==> src/rtl/clock_pkg.sv <==
// Shared time-of-day types and limits for the seconds/minutes, hour and display stages.
package clock_pkg;

    typedef logic [5:0] sec_t;
    typedef logic [5:0] min_t;

    localparam logic [5:0] SEC_MAX = 6'd59;
    localparam logic [5:0] MIN_MAX = 6'd59;

    function automatic logic [5:0] incWrap(input logic [5:0] value, input logic [5:0] maxValue);
        return (value == maxValue) ? 6'd0 : value + 6'd1;
    endfunction

endpackage

==> src/rtl/tick_prescaler.sv <==
// Divides clk down to a one-cycle tick every CLK_HZ enabled cycles.
module tick_prescaler #(
    parameter int CLK_HZ = 50_000_000
) (
    input  logic clk,
    input  logic reset_all_n,
    input  logic run_en,
    input  logic clr,
    output logic tick
);

    localparam int PRE_W = (CLK_HZ > 1) ? $clog2(CLK_HZ) : 1;
    localparam logic [PRE_W-1:0] TERMINAL = PRE_W'(CLK_HZ - 1);

    logic [PRE_W-1:0] r_count;
    logic             w_atTerminal;

    assign w_atTerminal = (r_count == TERMINAL);
    assign tick         = run_en & w_atTerminal;

    // clr wins over run_en so a seconds-zero adjust also restarts the second.
    always_ff @(posedge clk) begin
        if (!reset_all_n) begin
            r_count <= '0;
        end else if (clr) begin
            r_count <= '0;
        end else if (run_en) begin
            r_count <= w_atTerminal ? '0 : r_count + PRE_W'(1);
        end
    end

endmodule

==> src/rtl/min_sec_counter.sv <==
// Seconds/minutes stage with 1 Hz timebase; min_carry feeds the hour counter.
// Define ADJUST_EN to add the adj_min / adj_sec time-adjust buttons.
module min_sec_counter
    import clock_pkg::*;
#(
    parameter int CLK_HZ = 50_000_000
) (
    input  logic       clk,
    input  logic       reset_all_n,
    input  logic       run_en,
`ifdef ADJUST_EN
    input  logic       adj_min,
    input  logic       adj_sec,
`endif
    output logic [5:0] sec,
    output logic [5:0] min,
    output logic       sec_tick,
    output logic       min_carry
);

    sec_t r_sec;
    min_t r_min;
    logic r_secTick;
    logic r_minCarry;

    logic w_tick;
    logic w_count;
    logic w_clr;
    logic w_adjMinRise;
    logic w_adjSecRise;

`ifdef ADJUST_EN
    logic r_adjMinPrev;
    logic r_adjSecPrev;

    always_ff @(posedge clk) begin
        if (!reset_all_n) begin
            r_adjMinPrev <= 1'b0;
            r_adjSecPrev <= 1'b0;
        end else begin
            r_adjMinPrev <= adj_min;
            r_adjSecPrev <= adj_sec;
        end
    end

    assign w_adjMinRise = adj_min & ~r_adjMinPrev;
    assign w_adjSecRise = adj_sec & ~r_adjSecPrev;
`else
    assign w_adjMinRise = 1'b0;
    assign w_adjSecRise = 1'b0;
`endif

    assign w_clr = w_adjSecRise;

    tick_prescaler #(
        .CLK_HZ(CLK_HZ)
    ) u_prescaler (
        .clk        (clk),
        .reset_all_n(reset_all_n),
        .run_en     (run_en),
        .clr        (w_clr),
        .tick       (w_tick)
    );

    // Any adjust edge swallows a coincident tick so adjust never disturbs the hours.
    assign w_count = w_tick & ~(w_adjMinRise | w_adjSecRise);

    always_ff @(posedge clk) begin
        if (!reset_all_n) begin
            r_sec      <= '0;
            r_min      <= '0;
            r_secTick  <= 1'b0;
            r_minCarry <= 1'b0;
        end else begin
            r_secTick  <= w_count;
            r_minCarry <= w_count && (r_sec == SEC_MAX) && (r_min == MIN_MAX);
            if (w_count) begin
                r_sec <= incWrap(r_sec, SEC_MAX);
                if (r_sec == SEC_MAX) begin
                    r_min <= incWrap(r_min, MIN_MAX);
                end
            end
            if (w_adjSecRise) begin
                r_sec <= '0;
            end
            if (w_adjMinRise) begin
                r_min <= incWrap(r_min, MIN_MAX);
            end
        end
    end

    assign sec       = r_sec;
    assign min       = r_min;
    assign sec_tick  = r_secTick;
    assign min_carry = r_minCarry;

endmodule

==> config.mk <==
export PLATFORM = sky130hd
export DESIGN_NAME = min_sec_counter
export DESIGN_NICKNAME = d
export VERILOG_FILES = /design/src/rtl/clock_pkg.sv /design/src/rtl/tick_prescaler.sv /design/src/rtl/min_sec_counter.sv
export SDC_FILE = /design/constraint.sdc
export NUM_CORES = 1
export LEC_CHECK = 0
export CORE_UTILIZATION = 45
export DETAILED_ROUTE_END_ITERATION = 16
export SLEW_MARGIN = 30
export SYNTH_ARGS = -nofsm -noshare
export SYNTH_HDL_FRONTEND = slang
export SYNTH_SLANG_ARGS = --single-unit
==> constraint.sdc <==
create_clock -name clk -period 2.34 [get_ports clk]
set_clock_uncertainty 0.15 [all_clocks]
set_input_delay 0.702 -clock clk [delete_from_list [all_inputs] [get_ports clk]]
set_output_delay 0.702 -clock clk [all_outputs]
set_load 0.005 [all_outputs]
# Word level (Yosys, flattened, before mapping)
# Index checks and enable logic that the tools add are counted.
[word_totals]
out_inout_bits = 14
word_cells = 18
regBits = 40
in_bits = 3
[classes]
bitwise = 1
addsub = 3
n_mux = 3
eq_ne = 3
reduce_logical = 3
[op_table]
columns = ["op", "count"]
rows = [
  ["$add A26 B1 Y26 const B", 1],
  ["$eq A26 B26 Y1 const B", 1],
  ["$mux W26", 1],
  ["$add A6 B1 Y6 const B", 2],
  ["$eq A6 B6 Y1 const B", 2],
  ["$mux W6", 2],
  ["$logic_and A1 B1 Y1", 2],
  ["$reduce_and A2 Y1", 1],
  ["$and A1 B1 Y1", 1],
]

# Longest topological paths before layout
[logic_depth]
depth_word = 4
depth_mapped = 8
ltp_nobuf = 5

# Cells and area by module
# From an unflattened synthesis, not the netlist that was laid out.
[hier_totals]
cells_unflattened = 218
hier_area_um2 = 1950.6
[by_module_without_submodules]
columns = ["mod", "n_inst", "cells_per_inst", "area_per_inst_um2"]
rows = [
  ["tick_prescaler", 1, 144, 1262.5],
  ["min_sec_counter", 1, 74, 688.2],
]

# Worst setup path after synthesis
# Ideal clock, no wire load.
[synth_path]
kind = "input port to flip-flop"
startpoint = "input run_en"
endpoint = "register r_min[2], in the netlist min[2]"
setup_ps = 70
t_required_ps = 2120
path_slack_ps = 299
path_buffers = 2
arrival_time_ps = 1820
cell_stages = 6
cell_sequence = "and4_1 buf_4 nand4_2 buf_2 or4_1 a21oi_1"
[synth_via]
elab_chain_cells = 2
[synth_rtl]
columns = ["element", "line", "text"]
rows = [
  ["start: declaration", "min_sec_counter.sv:10", "input logic run_en,"],
  ["$and A1 B1 Y1", "tick_prescaler.sv:19", "assign tick = run_en & w_atTerminal;"],
  ["$reduce_and A2 Y1 (no line)", "-", ""],
  ["end signal: assignment", "min_sec_counter.sv:80", "r_min <= incWrap(r_min, MIN_MAX);"],
  ["end signal: assignment", "min_sec_counter.sv:87", "r_min <= incWrap(r_min, MIN_MAX);"],
  ["end: declaration", "min_sec_counter.sv:22", "min_t r_min;"],
]
# No other way between the ends.
# A chain may end at the register's enable or synchronous reset.

# Worst setup path in the final report
[layout_path]
startpoint = "input run_en"
endpoint = "register r_sec[5], in the netlist sec[5]"
[layout_via]
elab_chain_cells = 1
[layout_rtl]
columns = ["element", "line", "text"]
rows = [
  ["$and A1 B1 Y1", "tick_prescaler.sv:19", ""],
  ["end signal: assignment", "min_sec_counter.sv:78", "r_sec <= incWrap(r_sec, SEC_MAX);"],
  ["end: declaration", "min_sec_counter.sv:21", "sec_t r_sec;"],
]
# No other way between the ends.

==> flow_summary.rst <==
.. list-table::
   :header-rows: 1

   * - Metric
     - Value
   * - Total congestion overflow after global routing
     - 0
   * - Worst Hold Class
     - reg2reg
   * - Number of global-route vias before repair
     - ~1600
   * - Synth Net Count
     - 241
   * - Worst EP required
     - ~2400 ps
   * - Post-Synthesis Cells
     - between 200 and 250
   * - Critical path class
     - in2reg
   * - Post-layout total power
     - roughly 1300 uW
   * - Relative slew slack
     - 70.4%
   * - Count of buffering cells on the critical path with inverters included
     - 2
   * - Share of synthesized area occupied by flip-flops and latches
     - approximately two fifths
   * - Detailed placer's ending HPWL
     - roughly 3000 um
   * - Timing startpoint of the critical path
     - run_en
   * - Total Nets Final
     - 266
   * - Number of synthesized register bits
     - 40
   * - Leakage power of the design
     - a little under 0.0009 uW
   * - Die boundary width
     - 70.1 um
   * - Minimum clock period after layout
     - 2270 ps
   * - Wirelength, routed
     - about 4200 um
   * - Num ports
     - 17
   * - Depth of the most critical reg-to-reg path
     - 4
   * - CTS Root Cell
     - sky130_fd_sc_hd__clkbuf_8
   * - Clk_lat worst skew
     - slightly below 300 ps
   * - Depth of the critical timing path with buffers and inverters included
     - 6
   * - Syn. warnings
     - 0
   * - Sinks on the clock net
     - 40
   * - Wire per inst
     - ~13 um
   * - Cell at the slowest stage of the critical path
     - sky130_fd_sc_hd__or4_1
   * - Category of cells accounting for the largest share of critical-path delay
     - simple AND/OR/NAND/NOR gates
   * - Vert. Die Dim
     - approximately 70 um
   * - Vias per inst
     - 5.78
   * - Power Density
     - roughly 500 mW/mm2
   * - Most common cell after layout, fill and taps aside
     - sky130_fd_sc_hd__dfxtp_1
   * - Post-synthesis cell area
     - between 0.002 and 0.0025 mm2
   * - Antenna fix cells
     - 0
   * - Peak clock frequency supported by timing
     - approximately 440 MHz
   * - Std-Cell Rows
     - 24
   * - Aggregate negative setup slack
     - 0 ps
   * - Effective utilization at floorplan
     - between 40% and 50%
   * - Number of max-cap violations
     - 0
   * - Top flip-flop cell by instance count after synthesis
     - sky130_fd_sc_hd__dfxtp_1
   * - Endpoint of the worst setup timing path
     - sec[5]
   * - Reg clk slew, reported paths
     - around 80 ps
   * - Share of the cycle needed by the critical path after routing
     - between 90% and 100%
   * - Violation count after the first detailed-routing iteration
     - 128
   * - Maximum vdd ir drop
     - approximately 0.28 mV
   * - Cell chain of the critical path
     - clkdlybuf4s50_1 > and4_4 > nand3_1 > buf_4 > or4_1 > a21oi_2
   * - TritonCTS clock tree
     - done
   * - Filler cells
     - just over 400
   * - Number of buffers inserted during clock tree synthesis
     - 5
   * - Deepest clock path buffer count
     - 2
   * - Mean cell area of the mapped netlist
     - about 9 um2
   * - Endpoint of the worst register-to-register path
     - sec[5]
   * - First-pass GRT wire length
     - ~7500 um
   * - Pins over their slew limit
     - 0
   * - Number of detailed-routing iterations run before antenna repair
     - 4
   * - Remaining number of nets flagged by the antenna check after routing
     - 0
   * - R2r setup slk
     - ~260 ps
   * - Area enclosed by the die boundary
     - 0.00491 mm2
   * - Fraction of registers with async set or reset after synthesis
     - 0%
   * - Largest stage delay on the critical path
     - slightly below 500 ps
   * - Total number of H-tree levels
     - 2
   * - Final number of hold-violating endpoints
     - 0
   * - Number of antenna violations at the first check in global routing
     - 0
   * - Number of input and output port buffers inserted
     - 16
   * - Distinct cells, synth
     - 40
   * - Area of combinational cells with multiple inputs
     - 0.00121 mm2
   * - Pin count of the biggest net entering global routing
     - 28
   * - Start of the worst register-to-register path
     - u_prescaler.r_count[7]
   * - Minimum setup slack in the final design
     - 67.9 ps
   * - Outcome
     - completed
   * - P&R area growth vs syn
     - 20.3%
   * - Slew at the pin with the worst max-slew slack
     - around 440 ps
   * - Total area of sequential cells
     - 801 um2
   * - Number of enable-type register cells in the synthesized netlist
     - 0
   * - Global-route usage over all layers
     - about a fifth
   * - Commonest non-fill, non-tap cells in the layout
     - sky130_fd_sc_hd__dfxtp_1, sky130_fd_sc_hd__a21oi_1, sky130_fd_sc_hd__o31ai_1
   * - Crit end category
     - flip-flop
   * - Final setup violation count
     - 0
   * - Vias after detailed routing
     - approximately 1800
   * - Post-Place Worst Slack
     - -303 ps
   * - Critical path data arrival time
     - approximately 2400 ps
   * - Layout cells sized above 1
     - between 10 and 15%
   * - Routability congestion estimate from global placement
     - about 0.73
   * - Area inside the core boundary
     - roughly 0.0044 mm2
   * - Kind of start point of the critical path
     - input pin
   * - Largest fanout of any net on the critical path
     - 9
   * - DRC violations left
     - 0
registers in the layout, indices dropped and copies added (netlist names):
signal / cells
sec: 6
sec_tick: 1
u_prescaler.r_count: 26
min_carry: 1
min: 6
how the worst min path moves through the flow:
stage / from / cells past startpoint / to
2_1_floorplan: u_prescaler.r_count[23] / 2 / u_prescaler.r_count[23]
3_3_place_gp: u_prescaler.r_count[25] / 2 / u_prescaler.r_count[25]
3_5_place_dp: u_prescaler.r_count[25] / 2 / u_prescaler.r_count[25]
4_1_cts: u_prescaler.r_count[23] / 2 / u_prescaler.r_count[23]
5_1_grt: u_prescaler.r_count[23] / 2 / u_prescaler.r_count[23]
6_report: u_prescaler.r_count[25] / 2 / u_prescaler.r_count[25]
per-layer routing:
layer / vias to the layer above / global-route usage (%) / wire length, um
li1: 944 / - / -
met1: 846 / 25.1 / 2170
met2: 15 / 29.7 / 1910
met3: 5 / 3.90 / 78
met4: 0 / 6.00 / 48
met5: - / 0 / 0
cells by family after synthesis:
| kind of cell | count (synthesis) | share of synthesized area, % |
|---|---|---|
| AO/OA/AOI/OAI | 60 | 17.9 |
| buffers and inverters | 22 | 5.28 |
| XOR/XNOR | 11 | 4.62 |
| multiplexers | 1 | 0.480 |
| AND/OR/NAND/NOR | 98 | 31.5 |
| flip-flops | 40 | 38.4 |
| adder cells (fa/ha/maj) | 3 | 1.80 |
synthesized netlist by cell type (2+ instances only):
cell | instances | area share [%]
sky130_fd_sc_hd__o21a_1 | 3 | 1.1
sky130_fd_sc_hd__inv_1 | 7 | 1.3
sky130_fd_sc_hd__nor2_1 | 14 | 2.5
sky130_fd_sc_hd__nor4b_4 | 2 | 2.3
sky130_fd_sc_hd__nand4_2 | 2 | 1.2
sky130_fd_sc_hd__nand2_1 | 13 | 2.3
sky130_fd_sc_hd__o21ai_0 | 6 | 1.4
sky130_fd_sc_hd__and3_1 | 7 | 2.1
sky130_fd_sc_hd__o31ai_1 | 17 | 6.1
sky130_fd_sc_hd__or3_1 | 3 | 0.90
sky130_fd_sc_hd__a21oi_1 | 27 | 6.5
sky130_fd_sc_hd__xor2_1 | 7 | 2.9
sky130_fd_sc_hd__ha_1 | 3 | 1.8
sky130_fd_sc_hd__xnor2_1 | 4 | 1.7
sky130_fd_sc_hd__or4_1 | 16 | 5.8
sky130_fd_sc_hd__buf_6 | 2 | 1.1
sky130_fd_sc_hd__or4b_1 | 4 | 1.9
sky130_fd_sc_hd__and2_1 | 5 | 1.5
sky130_fd_sc_hd__buf_2 | 7 | 1.7
sky130_fd_sc_hd__nand4_1 | 7 | 2.1
sky130_fd_sc_hd__and4_1 | 7 | 2.9
sky130_fd_sc_hd__nor3_1 | 3 | 0.72
sky130_fd_sc_hd__nand3_1 | 9 | 2.2
sky130_fd_sc_hd__clkbuf_1 | 5 | 0.90
sky130_fd_sc_hd__dfxtp_1 | 40 | 38
worst register-to-register path: stages, from the launching register on:
cell and delay, ps:
sky130_fd_sc_hd__dfxtp_1 380, sky130_fd_sc_hd__nor4b_4 340, sky130_fd_sc_hd__nand4_4 360, sky130_fd_sc_hd__or4_1 640, sky130_fd_sc_hd__a21oi_2 140
power breakdown:
part | switching [uW] | total, uW | leakage, uW | internal (uW)
Combinational | 18.1 | 31.8 | 0.000491 | 13.7
Clock | 253 | 568 | 0.0000541 | 316
Sequential | 3.01 | 687 | 0.000322 | 684
Total | 274 | 1290 | 0.000867 | 1010
cell type report:
type	instances	share of cell area [%]
Multi-Input combinational cell	173	48.1
Sequential cell	40	31.9
Timing Repair Buffer	33	12.0
Clock buffer	5	2.74
Tap cell	52	2.59
Clock inverter	3	1.69
Inverter	7	1.05
timing repair:
item,4_1_cts,5_1_grt
gates resized for setup,0,7
hold buffers,0,0
pin swaps,0,0
buffers inserted,0,0
setup endpoints to repair,2,22
metrics by stage:
| stage | util [%] | hold slack (ps) | area (um2) | std cells |
|---|---|---|---|---|
| 3_5_place_dp | 53.7 | 328 | 2370 | 305 |
| 3_3_place_gp | 53.7 | 322 | 2370 | 305 |
| 6_report | 56.9 | 338 | 2510 | 313 |
| 4_1_cts | 56.2 | 342 | 2480 | 313 |
| 5_1_grt | 56.9 | 378 | 2510 | 313 |
| 2_1_floorplan | - | 298 | 2090 | 235 |
Note: power is estimated with default switching activity, not from simulation.
